## config.mk

```make
export PLATFORM = sky130hd
export DESIGN_NAME = master_read_interface
export DESIGN_NICKNAME = d
export VERILOG_FILES = /design/src/rtl/master_read_interface.sv
export SDC_FILE = /design/constraint.sdc
export NUM_CORES = 1
export LEC_CHECK = 0
export CAP_MARGIN = 20
export CORE_MARGIN = 3
export CORE_UTILIZATION = 48
export CTS_CLUSTER_DIAMETER = 150
export DETAILED_ROUTE_END_ITERATION = 10
export PLACE_DENSITY = 0.95
export SYNTH_ARGS = -nofsm -noshare
export SYNTH_HDL_FRONTEND = slang
export SYNTH_SLANG_ARGS = --single-unit
```

## constraint.sdc

```tcl
create_clock -name ACLK -period 4.9 [get_ports ACLK]
set_input_delay 0.735 -clock ACLK [delete_from_list [all_inputs] [get_ports ACLK]]
set_output_delay 0.735 -clock ACLK [all_outputs]
set_load 0.02 [all_outputs]
```

## src/rtl/master_read_interface.sv

```systemverilog
// AXI-Lite read master: turns one user read request into an AR/R transaction,
// with a cycle-budget timeout that returns an error response instead of hanging.
module master_read_interface #(
    parameter int unsigned REG_WIDTH      = 32,
    parameter int unsigned TIMEOUT_CYCLES = 255
) (
    input  logic                 ACLK,
    input  logic                 ARESET,
    input  logic                 REQ_VALID,
    input  logic [REG_WIDTH-1:0] REQ_ADDR,
    output logic                 REQ_READY,
    output logic                 RSP_VALID,
    output logic [REG_WIDTH-1:0] RSP_DATA,
    output logic                 RSP_ERR,
    input  logic                 RSP_READY,
    output logic [REG_WIDTH-1:0] ARADDR,
    output logic                 ARVALID,
    input  logic                 ARREADY,
    input  logic [REG_WIDTH-1:0] RDATA,
    input  logic                 RVALID,
    output logic                 RREADY
);

    localparam logic [1:0] IDLE = 2'd0;
    localparam logic [1:0] BUSY = 2'd1;
    localparam logic [1:0] RESP = 2'd2;

    localparam logic [15:0] TimeoutCnt = 16'(TIMEOUT_CYCLES);

    logic [1:0]           state_q, state_d;
    logic [REG_WIDTH-1:0] araddr_q, araddr_d;
    logic                 arvalid_q, arvalid_d;
    logic                 rready_q, rready_d;
    logic                 rsp_valid_q, rsp_valid_d;
    logic [REG_WIDTH-1:0] rsp_data_q, rsp_data_d;
    logic                 rsp_err_q, rsp_err_d;
    logic                 addr_done_q, addr_done_d;
    logic                 data_done_q, data_done_d;
    logic [15:0]          cnt_q, cnt_d;

    logic ar_hs, r_hs;

    assign ar_hs = arvalid_q & ARREADY;
    assign r_hs  = rready_q & RVALID;

    always_comb begin
        state_d     = state_q;
        araddr_d    = araddr_q;
        arvalid_d   = arvalid_q;
        rready_d    = rready_q;
        rsp_valid_d = rsp_valid_q;
        rsp_data_d  = rsp_data_q;
        rsp_err_d   = rsp_err_q;
        addr_done_d = addr_done_q;
        data_done_d = data_done_q;
        cnt_d       = cnt_q;
        case (state_q)
            IDLE: begin
                if (REQ_VALID) begin
                    araddr_d    = REQ_ADDR;
                    arvalid_d   = 1'b1;
                    rready_d    = 1'b1;
                    addr_done_d = 1'b0;
                    data_done_d = 1'b0;
                    cnt_d       = 16'd0;
                    state_d     = BUSY;
                end
            end
            BUSY: begin
                cnt_d       = cnt_q + 16'd1;
                addr_done_d = addr_done_q | ar_hs;
                data_done_d = data_done_q | r_hs;
                if (ar_hs) arvalid_d = 1'b0;
                if (r_hs) begin
                    rsp_data_d = RDATA;
                    rready_d   = 1'b0;
                end
                // Completion is checked first so it wins a tie with the timeout.
                if (addr_done_d && data_done_d) begin
                    rsp_valid_d = 1'b1;
                    rsp_err_d   = 1'b0;
                    state_d     = RESP;
                end else if (cnt_d == TimeoutCnt) begin
                    arvalid_d   = 1'b0;
                    rready_d    = 1'b0;
                    rsp_data_d  = '0;
                    rsp_err_d   = 1'b1;
                    rsp_valid_d = 1'b1;
                    state_d     = RESP;
                end
            end
            RESP: begin
                if (RSP_READY) begin
                    rsp_valid_d = 1'b0;
                    state_d     = IDLE;
                end
            end
            default: state_d = IDLE;
        endcase
    end

    always_ff @(posedge ACLK or posedge ARESET) begin
        if (ARESET) begin
            state_q     <= IDLE;
            araddr_q    <= '0;
            arvalid_q   <= 1'b0;
            rready_q    <= 1'b0;
            rsp_valid_q <= 1'b0;
            rsp_data_q  <= '0;
            rsp_err_q   <= 1'b0;
            addr_done_q <= 1'b0;
            data_done_q <= 1'b0;
            cnt_q       <= 16'd0;
        end else begin
            state_q     <= state_d;
            araddr_q    <= araddr_d;
            arvalid_q   <= arvalid_d;
            rready_q    <= rready_d;
            rsp_valid_q <= rsp_valid_d;
            rsp_data_q  <= rsp_data_d;
            rsp_err_q   <= rsp_err_d;
            addr_done_q <= addr_done_d;
            data_done_q <= data_done_d;
            cnt_q       <= cnt_d;
        end
    end

    assign REQ_READY = (state_q == IDLE);
    assign RSP_VALID = rsp_valid_q;
    assign RSP_DATA  = rsp_data_q;
    assign RSP_ERR   = rsp_err_q;
    assign ARADDR    = araddr_q;
    assign ARVALID   = arvalid_q;
    assign RREADY    = rready_q;

endmodule
```

==> impl_metrics.ini <==
[die]
die_h_um = 96.1
ioPinCount = 139
core_area_um2 = 7810
die_area_um2 = 9230
fp.dieW_um = 96.1
initial_core_util = 0.499
rows = 32

[synthesis]
synthFlopType = dfrtp_1
synth_largest_area_cell = dfrtp_1
synth-seq-cells = 88
synth_edf_count = 0
syn_nets = 479
ys_types = 39
ys_seq_area_frac = 0.565
syn_area_um2 = 3900
ys_top_cells_by_count = nand2_1, dfrtp_1, nor2_1
synth_warnings = 0
avgSynthCellArea_um2 = 9.57
yosysMostFrequentCell = nand2_1
synth.top_cell.area_share = 0.565
async_flop_share = 1.00
ys_top_cells_by_area = dfrtp_1, nand2_1, mux2i_1
syn_inst = 407

[cells_and_area]
stdcell_count = 647
layout.nets = 612
fin_util = 0.717
n_fill_cell = 585
seqCellArea_um2 = 2200
area_delta_synth_final_pct = 43.8
n_antenna_cell = 0
drive_gt1_frac = 0.0532
multi_input_area_um2 = 1570

[global_routing]
grt_pass1_vias = 3477
grt-ovfl-total = 0
antenna_found_initial = 0
track_usage = 0.229
grt_pass1_wl_um = 16200
grt_max_degree = 58

[timing]
min_period_over_period = 0.609
finClkSkew_ns = 0.0212
fmax_ghz = 0.335
setup_viol = 0
hold_viol_final = 0
hold_ws_ns = 0.484
setup_tns_ns = 0
period_needed_ns = 2.98
grt_setup_unrepaired = false
slew_violations = 0
worst-slew-pin-transition_ns = 0.957
max_slew_margin = 0.361

[clock_network]
cts_setup_buffers = 0
post_cts_resized = 0
cts_buffer_depth = 2
htreeDepth = 3
insertion_delay_ns = 0.36
clockRootBuffer = clkbuf_8
cts_tree = built
postCtsHoldBufs = 0
clk_pin_slew_worst_paths_ns = 0.10
cts.sinks = 88
cts_buffers = 9

[pwr]
power_density_nw_per_um2 = 609
ir_worst_vdd_mv = 0.338
p_leak_nw = 2.69
power.total_mw = 3.41

[drt]
avgRoutedWirePerCell_um = 16.4
viasPerCell = 5.31
drc_errors = 0
drt-initial-drc-count = 154
routed_wl_um = 10600
vias = 3436
drt.antenna.violating_nets = 0
dr.pass1.iters = 4

[outcome]
status = finished clean

[setup_path]
reg2reg_slack_ns = 1.92
cpPeakStageDelay_ns = 0.55
path_cells = ha_1 -> and3_1 -> nand4_1 -> mux2i_1 -> or4_4 -> nor3_4 -> buf_16 -> a211oi_1
critPathTopFamily = simple AND/OR/NAND/NOR gates
crit_buf_inv = 1
cp-start-kind = flop
criticalPathCategory = reg2reg
slowest_stage = or4_4
cp-end-kind = flop
required_ns = 5.13
arrival_ns = 3.21
worstPathMaxFanout = 24

[min_path]
hold_class = reg2reg

[placed_design]
gp_congestion = 0.907
place_inst = 629
portBuffers = 138
dp_hpwl_um = 7330

[run]
cap_violations = 0
[report_power, final]
part	internal, mW	switching (mW)	total (mW)
combinational	0.744	0.896	1.64
clock	0.257	0.279	0.536
sequential	1.03	0.205	1.23
[registers in the layout (all words and copies together) (netlist names)]
| signal | flops |
|---|---|
| ARVALID | 1 |
| data_done_q | 1 |
| RSP_VALID | 1 |
| RSP_DATA | 32 |
| state_q | 2 |
| cnt_q | 16 |
| RREADY | 1 |
| RSP_ERR | 1 |
| ARADDR | 32 |
| addr_done_q | 1 |
[worst reg2reg max path, delay by kind of cell, from the launching register on]
family,cells,cell delay (ns)
mux,1,0.17
buf+inv,1,0.23
fa+ha+maj,1,0.29
simple gates,4,1.64
compound gates,1,0.08
flops,1,0.45
[routing by layer]
metal,part of all wire,track usage
met5,0,0
met4,0.024,0.0936
met3,0.082,0.0688
met2,0.53,0.396
met1,0.36,0.264
[cell type report]
cell class | count | share of cell area
flip-flops and latches | 88 | 0.393
repair buffers | 144 | 0.262
clock inverters | 6 | 0.0134
well taps | 102 | 0.0228
multi-input cells | 290 | 0.279
inverters | 7 | 0.00491
clock buffers | 10 | 0.0246
[path summary, 6_finish.rpt]
check | startpoint | to | cells after the start
max in group asynchronous | ARESET | cnt_q[13]$_DFFE_PP0P_ | 3
min | ARADDR[4]$_DFFE_PP0P_ | ARADDR[4]$_DFFE_PP0P_ | 2
max | cnt_q[0]$_DFFE_PP0P_ | RREADY$_DFFE_PP0P_ | 8
min reg2reg | ARADDR[4]$_DFFE_PP0P_ | ARADDR[4]$_DFFE_PP0P_ | 2
max reg2reg | cnt_q[0]$_DFFE_PP0P_ | RREADY$_DFFE_PP0P_ | 8
min in group asynchronous | ARESET | RSP_DATA[2]$_DFFE_PP0P_ | 2
[kinds of logic after synthesis]
family,after synthesis,share of synthesized area
and+or+nand+nor,201,0.223
AOI/OAI and AO/OA,48,0.0726
xor gates and xnor gates,6,0.0135
adders and majority gates,2,0.00642
muxes,33,0.0848
buffers and inverters,29,0.0344
DFF,88,0.565
[placed cells by master (no fill, tap or decap), drive strengths merged, types with 3 or more instances in the layout]
cell type      count
a211oi             3
a21oi             10
and2               3
and3               3
buf                6
clkbuf            10
clkdlybuf4s50    138
clkinv             3
dfrtp             88
inv                8
mux2i             33
nand2            112
nand3             13
nand4              7
nor2              46
nor3               4
o21ai             22
o31ai              3
xnor2              3
xor2               3
[per-stage QoR]
step                instance area, µm²  worst slack (ns)
global route                      5600              1.75
finish                            5600              1.92
floorplan                         3900              1.89
global placement                  5330              1.83
CTS                               5550              1.56
detailed placement                5330              1.59
Power figures use the tool's default switching activity.
